==> config.mk <==
export PLATFORM = sky130hd
export DESIGN_NAME = sub3_serial
export DESIGN_NICKNAME = d
export VERILOG_FILES = /design/src/rtl/sub3_pkg.sv /design/src/rtl/sub3_digit.sv /design/src/rtl/sub3_serial.sv
export SDC_FILE = /design/constraint.sdc
export NUM_CORES = 1
export LEC_CHECK = 0
export ABC_AREA = 1
export BUFFER_PORTS_ARGS = -buffer_cell sky130_fd_sc_hd__buf_2
export CAP_MARGIN = 20
export CORE_MARGIN = 5
export CORE_UTILIZATION = 37
export CTS_CLUSTER_DIAMETER = 80
export CTS_CLUSTER_SIZE = 8
export DETAILED_ROUTE_END_ITERATION = 12
export GPL_TIMING_DRIVEN = 0
export HOLD_SLACK_MARGIN = 0.12
export PLACE_DENSITY = 0.61
export SYNTH_ARGS = -nofsm -noshare
export SYNTH_HDL_FRONTEND = slang
export SYNTH_HIERARCHICAL = 1
export SYNTH_SLANG_ARGS = --single-unit
==> constraint.sdc <==
create_clock -name clk -period 4.9 [get_ports clk]
set_clock_uncertainty 0.2 [all_clocks]
set_input_delay 0.49 -clock clk [delete_from_list [all_inputs] [get_ports clk]]
set_output_delay 0.49 -clock clk [all_outputs]
set_load 0.005 [all_outputs]
==> src/rtl/sub3_pkg.sv <==
// Shared definitions for the serial three-operand subtractor: FSM encoding,
// digit/borrow widths and the digit-count helper.
package sub3_pkg;

  localparam int DIG_W = 2;
  localparam int BRW_W = 2;

  typedef enum logic [1:0] {
    IDLE = 2'b00,
    BUSY = 2'b01,
    DONE = 2'b10
  } state_e;

  // Number of 2-bit digit steps needed to cover an n-bit operand.
  function automatic int digit_count(input int n);
    return (n + DIG_W - 1) / DIG_W;
  endfunction

endpackage

==> src/rtl/sub3_digit.sv <==
// One radix-4 digit step of a - b - c - borrow.
// Purely combinational; the borrow can reach 2 because two subtrahends are folded in.
module sub3_digit
  import sub3_pkg::*;
(
  input  logic [DIG_W-1:0] a_dig,
  input  logic [DIG_W-1:0] b_dig,
  input  logic [DIG_W-1:0] c_dig,
  input  logic [BRW_W-1:0] brw_in,
  output logic [DIG_W-1:0] y_dig,
  output logic [BRW_W-1:0] brw_out
);

  // t = d + 8 keeps the signed digit difference (-8..3) in an unsigned 0..11 range.
  // The +8 offset is a multiple of 4, so the low bits are d mod 4 and the
  // upper bits are floor(d/4) + 2.
  logic [3:0] t;

  always_comb begin
    t       = 4'd8
            + {2'b00, a_dig}
            - {2'b00, b_dig}
            - {2'b00, c_dig}
            - {2'b00, brw_in};
    y_dig   = t[1:0];
    brw_out = 2'd2 - t[3:2];
  end

endmodule

==> src/rtl/sub3_serial.sv <==
// Digit-serial (a - b - c) mod 2^N with underflow flag, one 2-bit digit per cycle.
// Handshakes: a transfer happens on a rising edge where valid and ready are both high.
module sub3_serial
  import sub3_pkg::*;
#(
  parameter int N = 8
) (
  input  logic         clk,
  input  logic         rst_n,
  input  logic [N-1:0] a,
  input  logic [N-1:0] b,
  input  logic [N-1:0] c,
  input  logic         in_valid,
  output logic         in_ready,
  output logic [N-1:0] y,
  output logic         underflow,
  output logic         out_valid,
  input  logic         out_ready,
  output logic [1:0]   dbg_state
);

  localparam int K  = digit_count(N);
  localparam int W  = K * DIG_W;
  localparam int CW = (K > 1) ? $clog2(K) : 1;
  localparam logic [CW-1:0] LAST_CNT = CW'(K - 1);

  state_e           state_q, state_d;
  logic [W-1:0]     a_q, a_d;
  logic [W-1:0]     b_q, b_d;
  logic [W-1:0]     c_q, c_d;
  logic [W-1:0]     res_q, res_d;
  logic [BRW_W-1:0] brw_q, brw_d;
  logic [CW-1:0]    cnt_q, cnt_d;
  logic             uf_q, uf_d;

  logic [DIG_W-1:0] dig_y;
  logic [BRW_W-1:0] dig_brw;

  sub3_digit u_digit (
    .a_dig   (a_q[DIG_W-1:0]),
    .b_dig   (b_q[DIG_W-1:0]),
    .c_dig   (c_q[DIG_W-1:0]),
    .brw_in  (brw_q),
    .y_dig   (dig_y),
    .brw_out (dig_brw)
  );

  always_comb begin
    state_d = state_q;
    a_d     = a_q;
    b_d     = b_q;
    c_d     = c_q;
    res_d   = res_q;
    brw_d   = brw_q;
    cnt_d   = cnt_q;
    uf_d    = uf_q;
    case (state_q)
      IDLE: begin
        if (in_valid) begin
          a_d     = W'(a);
          b_d     = W'(b);
          c_d     = W'(c);
          brw_d   = '0;
          cnt_d   = '0;
          state_d = BUSY;
        end
      end
      BUSY: begin
        // Operands drain LSB digit first; result digits enter at the top so the
        // first digit ends up at bit 0 after K steps.
        a_d   = a_q >> DIG_W;
        b_d   = b_q >> DIG_W;
        c_d   = c_q >> DIG_W;
        res_d = (res_q >> DIG_W) | (W'(dig_y) << (W - DIG_W));
        brw_d = dig_brw;
        cnt_d = cnt_q + CW'(1);
        if (cnt_q == LAST_CNT) begin
          uf_d    = (dig_brw != '0);
          state_d = DONE;
        end
      end
      DONE: begin
        if (out_ready) begin
          state_d = IDLE;
        end
      end
      default: begin
        state_d = IDLE;
      end
    endcase
  end

  always_ff @(posedge clk or negedge rst_n) begin
    if (!rst_n) begin
      state_q <= IDLE;
      a_q     <= '0;
      b_q     <= '0;
      c_q     <= '0;
      res_q   <= '0;
      brw_q   <= '0;
      cnt_q   <= '0;
      uf_q    <= 1'b0;
    end else begin
      state_q <= state_d;
      a_q     <= a_d;
      b_q     <= b_d;
      c_q     <= c_d;
      res_q   <= res_d;
      brw_q   <= brw_d;
      cnt_q   <= cnt_d;
      uf_q    <= uf_d;
    end
  end

  assign in_ready  = (state_q == IDLE);
  assign out_valid = (state_q == DONE);
  assign y         = res_q[N-1:0];
  assign underflow = uf_q;
  assign dbg_state = state_q;

endmodule

== Word-level counts from Yosys, hierarchy flattened ==
Cells that the tools add are included.
W data, S select, Z words.

* Input bits: 28
* Register bits after elaboration: 39
* Word-level logic and storage cells: 40

* $add $sub $neg: 6
* Muxes and demuxes: 13
* Equality and inequality tests: 6
* Reduce and logical (&&, ||, !) cells: 6
* Bitwise operators: 1

{| class="wikitable"
|+ Operator list
! kind !! number
|-
| $pmux W8 S2 || 3
|-
| $mux W8 || 3
|-
| $sub A4 B2 Y4 || 3
|-
| $mux W2 || 4
|-
| $or A6 B8 Y8 || 1
|-
| $pmux W2 S2 || 2
|-
| $pmux W2 S3 || 1
|-
| $add A4 B2 Y4 const A || 1
|-
| $eq A2 B2 Y1 const B || 2
|-
| $ne A2 B2 Y1 const B || 2
|-
| $reduce_and A2 Y1 || 2
|-
| $reduce_bool A2 Y1 || 2
|-
| $reduce_and A3 Y1 || 1
|-
| $add A2 B1 Y2 const B || 1
|-
| $eq A2 B1 Y1 const B || 1
|-
| $logic_not A2 Y1 || 1
|-
| $ne A2 B1 Y1 const B || 1
|-
| $sub A2 B2 Y2 const A || 1
|}

== Depth between registers and ports, before layout ==
* Word-level depth: 6
* Depth in mapped cells: 13
* Depth with buffers taken out: 13

== Modules after synthesis ==
Netlist, hierarchy kept.

{| class="wikitable"
|+ By module, submodules not included
! module !! times used !! sequential area each (um2) !! area an instance (um2) !! cells each
|-
| sub3_serial || 1 || 975.9 || 1841.8 || 238
|-
| sub3_digit || 1 || 0.0 || 235.2 || 31
|}

== Least setup slack after synthesis ==
OpenSTA, ideal clock, no wires.

* Kind: register -> register
* Start point: register b_q[0]
* End point: register uf_q, in the netlist underflow
* Library setup time: 0.126 ns
* Slack: 2.062 ns
* Clock period less this slack: 2.838 ns
* Data arrival time: 2.512 ns
* Cell stages (with the launch flop): 14
* Cells stage by stage: dfrtp_1 > ha_1 > fa_1 > inv_1 > fa_1 > fa_1 > inv_1 > nand2_1 > nand3_2 > nand2_1 > nand2_1 > nand2_1 > nor2_1 > o21ai_0

* Longest elaborated chain between the ends: 5

{| class="wikitable"
|+ RTL lines
! what !! line !! source
|-
| start: declaration || sub3_serial.sv:29 || <nowiki>logic [W-1:0] b_q, b_d;</nowiki>
|-
| start signal: assignment || sub3_serial.sv:97 || <nowiki>b_q <= '0;</nowiki>
|-
| start signal: assignment || sub3_serial.sv:106 || <nowiki>b_q <= b_d;</nowiki>
|-
| $sub A4 B2 Y4 || sub3_digit.sv:22 || <nowiki>- {2'b00, b_dig}</nowiki>
|-
| $sub A4 B2 Y4 || sub3_digit.sv:23 || <nowiki>- {2'b00, c_dig}</nowiki>
|-
| $sub A4 B2 Y4 || sub3_digit.sv:24 || <nowiki>- {2'b00, brw_in};</nowiki>
|-
| $sub A2 B2 Y2 || sub3_digit.sv:26 || <nowiki>brw_out = 2'd2 - t[3:2];</nowiki>
|-
| via dig_brw[1] || sub3_serial.sv:37 || <nowiki>logic [BRW_W-1:0] dig_brw;</nowiki>
|-
| $reduce_bool A2 Y1 || sub3_serial.sv:78 || <nowiki>uf_d = (dig_brw != '0);</nowiki>
|-
| end signal: assignment || sub3_serial.sv:111 || <nowiki>uf_q <= uf_d;</nowiki>
|-
| end: declaration || sub3_serial.sv:34 || <nowiki>logic uf_q, uf_d;</nowiki>
|}

The timed path passes the listed nets, and every way through them passes these cells.
A chain may end at the register's enable or synchronous reset.

== Worst setup path after layout ==
Same ends and word-level chain as after synthesis.

==> results by group <==
Status
  – Status: finished clean

STA
  – Final-report hold violation count: 0
  – Worst-margin pin slew: 0.870 ns
  – Final period util: 61.0%
  – Setup ws final: 1.91 ns
  – Final setup fails: 0
  – Minimum clock period after layout: between 2 and 3 ns
  – Slew HR: 42.0%
  – Maximum clock frequency: around 0.33 GHz
  – Unrepaired setup endpoints after global routing: no
  – Fin. max-slew vios: 0
  – Setup_tns: 0 ns

Floorplanning
  – Io pins: 41
  – Core Area: about 5500 µm²
  – Site Rows: 27
  – Initial core utilization: 38.0%
  – Die ar.: slightly above 7000 µm²
  – Die Wd: 84.9 µm
  – Die height: 84.9 µm

Logic synthesis
  – Post-synth EDFFs: 0
  – Most frequent cell after synthesis: nand2_1
  – Register area share after synthesis: 47.0%
  – Synth cell count leaders: nand2_1 (88), inv_1 (48), nand3_1 (41)
  – Area contributors post-synth: dfrtp_1 (47%), nand2_1 (16%), nand3_1 (9.9%), inv_1 (8.7%), fa_1 (3.9%)
  – Number of distinct library cells after synthesis: 20
  – Syn Nets: 306
  – Syn Area/Cell: 7.72 µm²
  – Top cell type by total area after synthesis: dfrtp_1
  – Synth top area share: 47.0%
  – Netlist Area Pre-Place: 2080 µm²
  – Flop and latch count out of synthesis: 39
  – Ys async rst share: 100%
  – Top FF cell, synth: dfrtp_1
  – Gate Count Post-Synth: 269
  – Yosys warning total: 6

Pwr
  – P_leak: 1.43 nW
  – PwrDens: 772 nW/µm²
  – Max VDD drop: ~0.23 mV

Critical path
  – Critical Path RT: 4.88 ns
  – Worst reg2reg setup slack: 1.91 ns
  – Reg2reg start: b_q[0]
  – Worst Path Max Fanout: 3
  – Crit start category: flip-flop
  – WP data arrival: 2.96 ns
  – Reg2Reg Capture Point: underflow
  – Worst-case reg-to-reg path depth: 13
  – Critical path class: flip-flop to flip-flop
  – Crit. End Element: flip-flop

Placed design
  – IO Port Bufs: 40
  – Setup WS pre-CTS: 1.90 ns
  – Routability Congestion: 0.768
  – DP Wirelength: 3.21 mm

Clocking
  – Clk sinks: 39
  – Post-cts hold buffer count: 0
  – Clock latency on the worst-skew pair: about 0.29 ns
  – Number of CTS-inserted buffers: 5
  – Clock transition at the registers of the reported paths: 0.08 ns
  – CTS tree: yes
  – Max clock buf depth: 2
  – Cts repair resizes: 0
  – H-tree levels: 2
  – Root buffer selected by CTS: clkbuf_8
  – Setup Fix Bufs, Post-CTS: 0

Job
  – Max cap viols: 0

Detailed routing
  – Post-route antenna net violation count: 0
  – Initial DRC count: 79
  – Drt drc: 0
  – Pre-Repair DR Iteration Count: 4
  – Drt total wl: 4.43 mm
  – Vias: 1758
  – Vias/cell: between 4 and 5
  – WL per Instance: 11.4 µm

Final layout
  – Area growth, synth to finish: 18.8%
  – Layout Nets: approximately 350
  – Fraction of layout cells with a size suffix above 1: between 20% and 30%
  – Fillers: ~580
  – Antenna cell count: 0

Global route
  – Largest net degree at the start of global routing: 40
  – Grt met2 use: roughly 21%
  – Total grt overflow: 0
  – First-pass GRT wire length: 7.73 mm
  – GRT Overall Usage: 13.3%
  – Busiest grt layer: met2
  – Vias in the first global route: 1681
  – Initial antenna violation count: 0
  – GR Layer Usage met3: 3.30%
  – Met1 usage: 17.4%

Worst hold path
  – Type of the most critical hold path: input port to async pin
==> critical path, stage by stage, from the launching register on <==
cell and delay, ns:
dfrtp_1 0.38, ha_1 0.32, fa_1 0.51, inv_1 0.05, fa_1 0.41, fa_1 0.43, inv_1 0.09, nand2_1 0.08
nand3_2 0.09, nand2_1 0.05, nand2_1 0.05, nand2_1 0.06, nor2_1 0.08, o21ai_0 0.08
==> through the flow <==
stage / utilization [%] / hold slack (ns) / power [mW] / instance area, µm² / instances
finish: 45.1 / 0.117 / 1.91 / 2470 / 389
global route: 45.1 / 0.184 / 2.16 / 2470 / 389
CTS: 45.1 / 0.142 / 1.94 / 2470 / 389
detailed placement: 43.3 / 0.265 / 1.70 / 2370 / 381
global placement: 43.3 / 0.258 / 1.67 / 2370 / 381
floorplan: - / -0.00559 / 1.41 / 2080 / 269
==> logic make-up after synthesis <==
family | Yosys count | synth area share (%)
fa+ha+maj | 9 | 6.87
simple gates | 141 | 29.2
flops | 39 | 47.0
buf+inv | 63 | 12.7
compound gates | 17 | 4.28
==> layout make-up <==
type | count | area [µm²] | share of cell area, %
Buffer | 13 | 76.3 | 3.09
Clock buffer | 8 | 100 | 4.06
Inverter | 50 | 188 | 7.61
Multi-Input combinational cell | 167 | 837 | 33.9
Sequential cell | 39 | 976 | 39.6
Tap cell | 72 | 90.1 | 3.65
Timing Repair Buffer | 40 | 200 | 8.11
==> routing by layer <==
| metal | vias up | part of all wire (%) |
|---|---|---|
| met4 | 0 | 1.6 |
| met2 | 33 | 47 |
| met5 | - | 0 |
| li1 | 913 | - |
| met3 | 7 | 4.6 |
| met1 | 805 | 47 |
==> placed cells by master (no fill, tap or decap) <==
cell type,netlist,routed
inv_2,2,2
nand2_2,4,4
clkbuf_1,2,3
buf_6,1,1
fa_1,4,4
o21ai_1,1,1
o21ai_0,12,12
nand2_1,88,88
a21oi_1,2,2
ha_1,5,5
nand3_2,2,2
nor2_1,5,5
nand3_1,41,41
o31ai_1,1,1
o22ai_1,1,1
inv_1,48,48
buf_4,3,3
nor2_2,1,1
dfrtp_1,39,39
clkbuf_8,0,7
buf_2,7,47
==> how the worst max path moves through the flow <==
| stage | startpoint | to | slack (ns) | cells after the start |
|---|---|---|---|---|
| global placement | b_q[0] | underflow | 1.94 | 13 |
| floorplan | b_q[0] | underflow | 2.06 | 13 |
| detailed placement | b_q[0] | underflow | 1.90 | 13 |
| global route | b_q[0] | underflow | 1.71 | 13 |
| CTS | b_q[0] | underflow | 1.89 | 13 |
| finish | b_q[0] | underflow | 1.91 | 13 |
==> power breakdown <==
group	switching, mW	total (mW)	internal [mW]
logic	0.674	1.11	0.433
clock network	0.110	0.239	0.129
registers	0.0809	0.560	0.479
total	0.865	1.91	1.04
==> flip-flops by register name, indices dropped and copies added (netlist names) <==
register and count:
underflow 1, c_q 8, dbg_state 2, brw_q 2, y 8, b_q 8
cnt_q 2, a_q 8
Note: power is estimated with default switching activity, not from simulation.
